`src/rtl/encode_mux_arb_pkg.sv`:
```
// Shared definitions for the burst-granular round-robin arbiter:
// state encoding and an elaboration-time width helper.
package encode_mux_arb_pkg;

  localparam logic IDLE = 1'b0;
  localparam logic BUSY = 1'b1;

  function automatic int unsigned ceil_log2(input int unsigned n);
    int unsigned r;
    r = 0;
    while ((32'd1 << r) < n) r = r + 1;
    return r;
  endfunction

endpackage

```
`src/rtl/encode_mux_arb_if.sv`:
```
// Requester-side and downstream-side signals of encode_mux_arb.
// master = requesters + downstream sink, slave = the arbiter.
interface encode_mux_arb_if #(
  parameter int WIDTH     = 32,
  parameter int CNT       = 5,
  parameter int CNT_WIDTH = 3
);
  logic [CNT-1:0]       req_valid;
  logic [CNT-1:0]       req_last;
  logic [WIDTH*CNT-1:0] req_data;
  logic [CNT-1:0]       req_ready;
  logic                 out_valid;
  logic [WIDTH-1:0]     out_data;
  logic                 out_last;
  logic [CNT_WIDTH-1:0] out_src;
  logic                 out_ready;
  logic                 busy;

  modport master (
    output req_valid, req_last, req_data, out_ready,
    input  req_ready, out_valid, out_data, out_last, out_src, busy
  );

  modport slave (
    input  req_valid, req_last, req_data, out_ready,
    output req_ready, out_valid, out_data, out_last, out_src, busy
  );
endinterface

```
`src/rtl/encode_mux_arb_rr_pick.sv`:
```
// Rotating-priority picker: first set bit of req scanning ptr, ptr+1, ...
// wrapping at CNT. Purely combinational.
module rr_pick #(
  parameter int CNT       = 5,
  parameter int CNT_WIDTH = 3
) (
  input  logic [CNT-1:0]       req,
  input  logic [CNT_WIDTH-1:0] ptr,
  output logic                 found,
  output logic [CNT_WIDTH-1:0] idx
);
  localparam int NSEL = 1 << CNT_WIDTH;

  // Padded so a CNT_WIDTH-bit index always lands inside the vector.
  logic [NSEL-1:0]      req_pad;
  logic [CNT_WIDTH-1:0] sel;
  int                   jj;

  assign req_pad = NSEL'(req);

  always_comb begin
    found = 1'b0;
    idx   = '0;
    jj    = 0;
    sel   = '0;
    for (int k = 0; k < CNT; k++) begin
      jj = int'(ptr) + k;
      if (jj >= CNT) jj = jj - CNT;
      sel = CNT_WIDTH'(jj);
      if (!found && req_pad[sel]) begin
        found = 1'b1;
        idx   = sel;
      end
    end
  end
endmodule

```
`src/rtl/encode_mux_arb.sv`:
```
// Burst-granular round-robin arbiter sharing one registered valid/ready
// output stage among CNT requesters; grant is held until the last beat.
module encode_mux_arb
  import encode_mux_arb_pkg::*;
#(
  parameter int WIDTH     = 32,
  parameter int CNT       = 5,
  parameter int CNT_WIDTH = 3
) (
  input logic               clk,
  input logic               rst_n,
  encode_mux_arb_if.slave   bus
);
  localparam int NSEL = 1 << CNT_WIDTH;

  if (CNT < 2 || ceil_log2(CNT) > CNT_WIDTH) begin : g_bad_cfg
    $error("encode_mux_arb: CNT_WIDTH too small for CNT");
  end

  logic                        state, state_nxt;
  logic [CNT_WIDTH-1:0]        ptr, gnt;
  logic                        pick_found;
  logic [CNT_WIDTH-1:0]        pick_idx;
  logic                        out_free, beat, beat_last;
  logic [NSEL-1:0]             valid_pad, last_pad;
  logic [NSEL-1:0][WIDTH-1:0]  data_pad;

  // Zero-padded views so gnt indexes them without range issues.
  assign valid_pad = NSEL'(bus.req_valid);
  assign last_pad  = NSEL'(bus.req_last);
  assign data_pad  = (NSEL*WIDTH)'(bus.req_data);

  rr_pick #(.CNT(CNT), .CNT_WIDTH(CNT_WIDTH)) u_pick (
    .req   (bus.req_valid),
    .ptr   (ptr),
    .found (pick_found),
    .idx   (pick_idx)
  );

  assign out_free  = !bus.out_valid || bus.out_ready;
  assign beat      = (state == BUSY) && out_free && valid_pad[gnt];
  assign beat_last = beat && last_pad[gnt];

  always_ff @(posedge clk or negedge rst_n) begin
    if (!rst_n) state <= IDLE;
    else        state <= state_nxt;
  end

  always_comb begin
    state_nxt = state;
    case (state)
      IDLE:    if (pick_found) state_nxt = BUSY;
      BUSY:    if (beat_last)  state_nxt = IDLE;
      default: state_nxt = IDLE;
    endcase
  end

  // Ready is combinational from the output stage so a stalled sink blocks
  // the grantee in the same cycle.
  always_comb begin
    bus.busy      = (state == BUSY);
    bus.req_ready = '0;
    if (state == BUSY && out_free) bus.req_ready = CNT'(1) << gnt;
  end

  always_ff @(posedge clk or negedge rst_n) begin
    if (!rst_n) begin
      ptr <= '0;
      gnt <= '0;
    end else begin
      if (state == IDLE && pick_found) gnt <= pick_idx;
      if (beat_last) ptr <= (gnt == CNT_WIDTH'(CNT - 1)) ? '0 : gnt + 1'b1;
    end
  end

  always_ff @(posedge clk or negedge rst_n) begin
    if (!rst_n) begin
      bus.out_valid <= 1'b0;
      bus.out_data  <= '0;
      bus.out_last  <= 1'b0;
      bus.out_src   <= '0;
    end else if (beat) begin
      bus.out_valid <= 1'b1;
      bus.out_data  <= data_pad[gnt];
      bus.out_last  <= last_pad[gnt];
      bus.out_src   <= gnt;
    end else if (bus.out_ready) begin
      bus.out_valid <= 1'b0;
    end
  end
endmodule
```
`src/flat_wrapper.sv`:
```
// flat-port wrapper written by rule: the top's interface ports become plain ports
module encode_mux_arb_flat import encode_mux_arb_pkg::*;
#(
  parameter int WIDTH     = 32,
  parameter int CNT       = 5,
  parameter int CNT_WIDTH = 3
)
  (clk, rst_n, bus_req_valid, bus_req_last, bus_req_data, bus_out_ready, bus_req_ready, bus_out_valid, bus_out_data, bus_out_last, bus_out_src, bus_busy);
  encode_mux_arb_if #(.WIDTH(WIDTH), .CNT(CNT), .CNT_WIDTH(CNT_WIDTH)) bus_i ();
  input logic clk;
  input logic rst_n;
  input wire logic [$bits(bus_i.req_valid)-1:0] bus_req_valid;
  input wire logic [$bits(bus_i.req_last)-1:0] bus_req_last;
  input wire logic [$bits(bus_i.req_data)-1:0] bus_req_data;
  input wire logic [$bits(bus_i.out_ready)-1:0] bus_out_ready;
  output wire logic [$bits(bus_i.req_ready)-1:0] bus_req_ready;
  output wire logic [$bits(bus_i.out_valid)-1:0] bus_out_valid;
  output wire logic [$bits(bus_i.out_data)-1:0] bus_out_data;
  output wire logic [$bits(bus_i.out_last)-1:0] bus_out_last;
  output wire logic [$bits(bus_i.out_src)-1:0] bus_out_src;
  output wire logic [$bits(bus_i.busy)-1:0] bus_busy;
  assign bus_i.req_valid = bus_req_valid;
  assign bus_i.req_last = bus_req_last;
  assign bus_i.req_data = bus_req_data;
  assign bus_i.out_ready = bus_out_ready;
  assign bus_req_ready = bus_i.req_ready;
  assign bus_out_valid = bus_i.out_valid;
  assign bus_out_data = bus_i.out_data;
  assign bus_out_last = bus_i.out_last;
  assign bus_out_src = bus_i.out_src;
  assign bus_busy = bus_i.busy;
  encode_mux_arb #(.WIDTH(WIDTH), .CNT(CNT), .CNT_WIDTH(CNT_WIDTH)) u_core (.clk(clk), .rst_n(rst_n), .bus(bus_i));
endmodule
```
`config.mk`:
```
export PLATFORM = sky130hd
export DESIGN_NAME = encode_mux_arb_flat
export DESIGN_NICKNAME = d
export VERILOG_FILES = /design/src/rtl/encode_mux_arb_pkg.sv /design/src/rtl/encode_mux_arb_if.sv /design/src/rtl/encode_mux_arb_rr_pick.sv /design/src/rtl/encode_mux_arb.sv /design/src/flat_wrapper.sv
export SDC_FILE = /design/constraint.sdc
export NUM_CORES = 1
export LEC_CHECK = 0
export CORE_AREA = 8 8 105 107
export DETAILED_ROUTE_END_ITERATION = 7
export DIE_AREA = 0 0 113 115
export PLACE_DENSITY = 0.86
export SKIP_CTS_REPAIR_TIMING = 1
export SLEW_MARGIN = 25
export SYNTH_ARGS = -nofsm -noshare
export SYNTH_HDL_FRONTEND = slang
export SYNTH_SLANG_ARGS = --single-unit
```
`constraint.sdc`:
```
create_clock -name clk -period 8 [get_ports clk]
set_clock_uncertainty 0.2 [all_clocks]
set_input_delay 1.6 -clock clk [delete_from_list [all_inputs] [get_ports clk]]
set_output_delay 1.6 -clock clk [all_outputs]
set_load 0.02 [all_outputs]
```
==> results.toml, run 1 <==
[cts]
cts.reportedPaths.clkPinSlew_ps = 80
clk_latency_ps = 290
cts_tree = "done"
cts_made_buffers = 5
cts-root-buf = "clkbuf_8"
cts_sinks = 44
cts_max_level = 2
clockBufferDepth = 2

[worst_setup_path]
setup.worst_path.start_class = "input port"
r2r-end = "u_core.gnt[1]$_DFFE_PN0P_"
crit_type = "in2out"
crit_required_ps = 6200
arrival_ps = 3390
critical_path.endpoint_type = "output pin"
cp_slowest_cell = "clkdlybuf4s50_1"
cp-endpoint = "bus_req_ready[1]"
path_max_fanout = 4
worstPathCellList = "clkdlybuf4s50_1, nand2b_1, nand2_1, nor2_1, and2_1, clkdlybuf4s50_1"
cp_common_cell = "clkdlybuf4s50_1"
r2r_start = "u_core.ptr[1]$_DFFE_PN0P_"
reg2regPathDepth = 10
critical_path.max_stage_delay_ps = 610
r2r_setup_slack_ps = 4050
startpoint = "bus_out_ready"

[layout]
instances_no_fill = 676
final_cell_mix = "clkdlybuf4s50_1, dfrtp_1, and3_1, mux4_2, a221o_1"
syn2layout_area_growth_pct = 59.0
diodes = 0
nNetsFinal = 748
final_common_cell = "clkdlybuf4s50_1"
drive_gt1_frac = 0.117

[floorplan]
die_x_um = 113
ios = 216
initial_core_util = 0.412
num_rows = 36
die_height_um = 115
core_um2 = 9460
dieArea_um2 = 13000

[sta]
period_share = 0.649
setup_tns_ps = 0
max_freq_ghz = 0.193
setup_violations = 0
hold_viol_final = 0
worstMarginPinSlew_ps = 982
layout_min_cycle_time_ps = 5190
maxSlewHeadroom = 0.341
rsz0062_at_grt = "false"
finalMaxSlewViolations = 0

[grt]
grtUsageTotal = 0.233
grt_max_degree = 45
antenna_found_initial = 0
grt_pass1_vias = 4249
grt_pass1_wl_mm = 24.0
grt-ovfl-total = 0

[job]
timing.max_cap.violations = 0

[logic_synthesis]
synth_cell_type_count = 71
synthArstFlopShare = 1.00
syn_area_per_cell_um2 = 10.6
ys_ff_latch = 44
syn-cell-area_um2 = 3890
synthFlopType = "dfrtp_1"
seq_area_frac_synth = 0.283
ys_warn_count = 0
syn_nets = 554
synth_edf_count = 0
syn_inst = 367

[detailed_routing]
drtIter0Drc = 300
drc = 0
post_drt_wl_per_cell_um = 23.2
postRouteAntennaNets = 0
routed_wl_mm = 15.7
vias_per_cell = 6.01
drtPass1Iterations = 5
via_count = 4062

[placed_design]
placed_cells = 668
hpwl_mm = 12.6
portBuffers = 215
gp_congestion = 0.954

[status]
outcome = "finished clean"

[power_and_ir_drop]
power.total_w = 0.00243
leakage_nw = 2.54
power_density_nw_per_um2 = 392
peakVddDrop_v = 0.000217

[worst_hold_path]
holdCritPathClass = "reg2reg"
==> worst min path at each step <==
stage / from / end / depth (start not counted)
3_3_place_gp: u_core.bus.out_src[0]$_DFFE_PN0P_ / u_core.bus.out_src[0]$_DFFE_PN0P_ / 2
2_1_floorplan: u_core.gnt[2]$_DFFE_PN0P_ / u_core.ptr[2]$_DFFE_PN0P_ / 3
3_5_place_dp: u_core.bus.out_src[0]$_DFFE_PN0P_ / u_core.bus.out_src[0]$_DFFE_PN0P_ / 2
4_1_cts: u_core.bus.out_src[0]$_DFFE_PN0P_ / u_core.bus.out_src[0]$_DFFE_PN0P_ / 2
5_1_grt: u_core.bus.out_src[0]$_DFFE_PN0P_ / u_core.bus.out_src[0]$_DFFE_PN0P_ / 2
6_report: u_core.bus.out_src[0]$_DFFE_PN0P_ / u_core.bus.out_src[0]$_DFFE_PN0P_ / 2
==> layer usage <==
layer  part of all wire  track usage
met3              0.078       0.0536
met1               0.39        0.274
met4              0.017       0.0631
met2               0.52        0.418
met5                  0            0
==> logic make-up after synthesis <==
| logic type | Yosys count | synth area share |
|---|---|---|
| AND/OR/NAND/NOR | 118 | 0.166 |
| AO/OA/AOI/OAI | 102 | 0.230 |
| buffers and inverters | 45 | 0.0488 |
| flip-flops | 44 | 0.283 |
| multiplexers | 40 | 0.213 |
| adder cells (fa/ha/maj) | 14 | 0.0469 |
| XOR/XNOR | 4 | 0.0129 |
==> critical path: cells and delay by family <==
| family | cells | cell delay, ps |
|---|---|---|
| buffers and inverters | 2 | 1060 |
| AND/OR/NAND/NOR | 4 | 740 |
==> metrics by stage <==
| stage | hold slack [ps] | worst slack (ps) | utilization | area [µm²] |
|---|---|---|---|---|
| 2_1_floorplan | 372 | 4000 | - | 3890 |
| 3_3_place_gp | 272 | 2940 | 0.643 | 6080 |
| 3_5_place_dp | 276 | 2810 | 0.643 | 6080 |
| 4_1_cts | 294 | 2810 | 0.654 | 6190 |
| 5_1_grt | 327 | 2700 | 0.654 | 6190 |
| 6_report | 296 | 2810 | 0.654 | 6190 |
==> Yosys cell counts (5+ instances only) <==
cell,number,area (µm²)
nor2b_1,6,37.5
a21oi_1,11,55.1
clkbuf_1,19,71.3
buf_2,7,35.0
nor2_1,13,48.8
ha_1,13,163
inv_1,11,41.3
nor3_1,6,30.0
o21ai_0,8,40.0
a31oi_1,5,31.3
and2_1,5,31.3
a221o_1,33,330
mux4_2,34,766
nand2_1,28,105
dfrtp_1,44,1100
and3_1,34,213
nand2b_1,10,62.6
==> where the power goes <==
part | internal [W] | switching [W]
registers | 0.000333 | 0.000127
clock network | 0.0000928 | 0.0000757
logic | 0.000849 | 0.000948
==> layout make-up <==
cell class / count / area, µm²
Fill cell: 762 / 3270
Multi-Input combinational cell: 278 / 2610
Timing Repair Buffer: 219 / 2180
Sequential cell: 44 / 1100
Tap cell: 114 / 143
Clock buffer: 6 / 72.6
Inverter: 13 / 48.8
Clock inverter: 2 / 35.0
==> sequential cells by signal, indices dropped and copies added (netlist names) <==
register	flops
u_core.bus.out_last	1
u_core.bus.out_valid	1
u_core.bus.out_src	3
u_core.ptr	3
u_core.bus.out_data	32
u_core.bus.busy	1
u_core.gnt	3
(Power assumes the default switching activity.)
==> inputs of run 2 (changes only) <==
CORE_AREA = 8 8 113 115   (was 8 8 105 107)
DIE_AREA = 0 0 121 123   (was 0 0 113 115)
PLACE_DENSITY = 0.78   (was 0.86)
clock period = 4.6 ns   (was 8 ns; I/O delays follow)
==> results.toml, run 2 (same netlist as run 1, synthesis figures left out) <==
[status]
outcome = "finished clean"

[worst_setup_path]
setup.worst_path.start_class = "input port"
r2r_start = "u_core.ptr[0]$_DFFE_PN0P_"
path_max_fanout = 4
cp_slowest_cell = "clkdlybuf4s50_1"
critical_path.endpoint_type = "output pin"
crit_required_ps = 3480
worstPathCellList = "clkdlybuf4s50_1, nand2b_1, nand2_1, nor2_1, and2_1, clkdlybuf4s50_1"
arrival_ps = 2600
crit_type = "in2out"
startpoint = "bus_out_ready"
critical_path.max_stage_delay_ps = 610
cp_common_cell = "clkdlybuf4s50_1"
crit_buf_inv = 2
crit_family = "buffers and inverters"

[layout]
fill_cells = 946
instances_no_fill = 712
final_cell_mix = "clkdlybuf4s50_1, dfrtp_1, and3_1, mux4_2, a221o_1"
nNetsFinal = 754
largest_reg_flops = 32
drive_gt1_frac = 0.129
syn2layout_area_growth_pct = 63.0
multi_input_area_um2 = 2610
top_register = "u_core.bus.out_data"
final_common_cell = "clkdlybuf4s50_1"
ff_latch_area_um2 = 1100

[cts]
clockBufferDepth = 2
cts.reportedPaths.clkPinSlew_ps = 60
cts_max_level = 2
cts_made_buffers = 5
clk_latency_ps = 280
cts_tree = "done"
cts_sinks = 44
cts-root-buf = "clkbuf_16"

[power_and_ir_drop]
power.internal_w = 0.00237
swShare = 0.453
p_comb_frac = 0.739
peakVddDrop_v = 0.000473
switching_power_w = 0.00196
pwr-share-seq = 0.163
power_density_nw_per_um2 = 682
clkPwrFrac = 0.098
leakage_nw = 2.61

[sta]
max_freq_ghz = 0.269
hold_viol_final = 0
period_share = 0.808
rsz0062_at_grt = "false"
setup_tns_ps = 0
maxSlewHeadroom = 0.544
finalMaxSlewViolations = 0
worstMarginPinSlew_ps = 683
setup_violations = 0
layout_min_cycle_time_ps = 3720

[floorplan]
die_height_um = 123
dieArea_um2 = 14900
ios = 216
initial_core_util = 0.352
core_um2 = 11100
num_rows = 39
die_x_um = 121

[detailed_routing]
post_drt_wl_per_cell_um = 22.4
postRouteAntennaNets = 0
drtPass1Iterations = 5
drc = 0
routed_wl_mm = 15.9
via_count = 4025
vias_per_cell = 5.65
drtIter0Drc = 336

[grt]
grt_max_degree = 39
grt-ovfl-total = 0
grt_pass1_vias = 4116
grtUsageTotal = 0.204
antenna_found_initial = 1
grt_pass1_wl_mm = 24.1

[placed_design]
gp_congestion = 0.950
placed_cells = 703
portBuffers = 215
hpwl_mm = 12.8

[job]
timing.max_cap.violations = 0

[worst_hold_path]
holdCritPathClass = "reg2reg"
hold_start = "u_core.bus.out_last$_DFFE_PN0P_"
[run 2: cell types whose count changed in the layout (fill, tap and decap cells not counted), sizes merged]
cell / delta
clkbuf: +1
diode: +1
clkinv: -1
buf: +6
[run 2: metal layers]
layer	global-route usage	routed length, µm	vias to the layer above
met5	0	0	-
met4	0.0578	374	0
met3	0.0498	1410	20
met2	0.347	7970	193
met1	0.253	6170	1948
li1	-	-	1864
[run 2: tightest hold or removal path: stages, from the launching register on]
cell	delay (ps)
dfrtp_1	340
nand2_1	50
nand2_1	50
[run 2: cell type report]
type	count	area share
multi-input cells	278	0.411
repair buffers	225	0.350
flip-flops and latches	44	0.174
well taps	143	0.0282
clock buffers	7	0.0241
inverters	13	0.00769
clock inverters	1	0.00473
diodes	1	0.000394
[run 2: power groups by stage]
stage	Clock (W)	Sequential [W]	Combinational [W]
final	0.000422	0.000706	0.00320
after global routing	0.000451	0.000733	0.00347
after CTS	0.000434	0.000706	0.00321
after detailed placement	0	0.000709	0.00320
after global placement	0	0.000703	0.00316
after floorplan	0	0.000895	0.00203
[run 2: through the flow]
step / hold slack (ps) / util / area (µm²) / setup WS [ps] / total power (W)
4_1_cts: 286 / 0.573 / 6340 / 878 / 0.00435
2_1_floorplan: 372 / - / 3890 / 1100 / 0.00292
6_report: 276 / 0.573 / 6350 / 882 / 0.00433
5_1_grt: 313 / 0.573 / 6350 / 791 / 0.00465
3_3_place_gp: 263 / 0.556 / 6160 / 929 / 0.00386
3_5_place_dp: 271 / 0.556 / 6160 / 891 / 0.00391
[run 2: path summary, 6_finish.rpt]
| path | cells past startpoint | endpoint | slack [ps] |
|---|---|---|---|
| max in group asynchronous | 2 | u_core.bus.out_data[13]$_DFFE_PN0P_ | 3070 |
| min in group asynchronous | 1 | u_core.bus.out_data[11]$_DFFE_PN0P_ | 420 |
| hold reg to reg | 2 | u_core.bus.out_last$_DFFE_PN0P_ | 280 |
| hold / removal | 2 | u_core.bus.out_last$_DFFE_PN0P_ | 280 |
| setup reg to reg | 10 | u_core.gnt[1]$_DFFE_PN0P_ | 1160 |
| setup / recovery | 6 | bus_req_ready[2] | 880 |
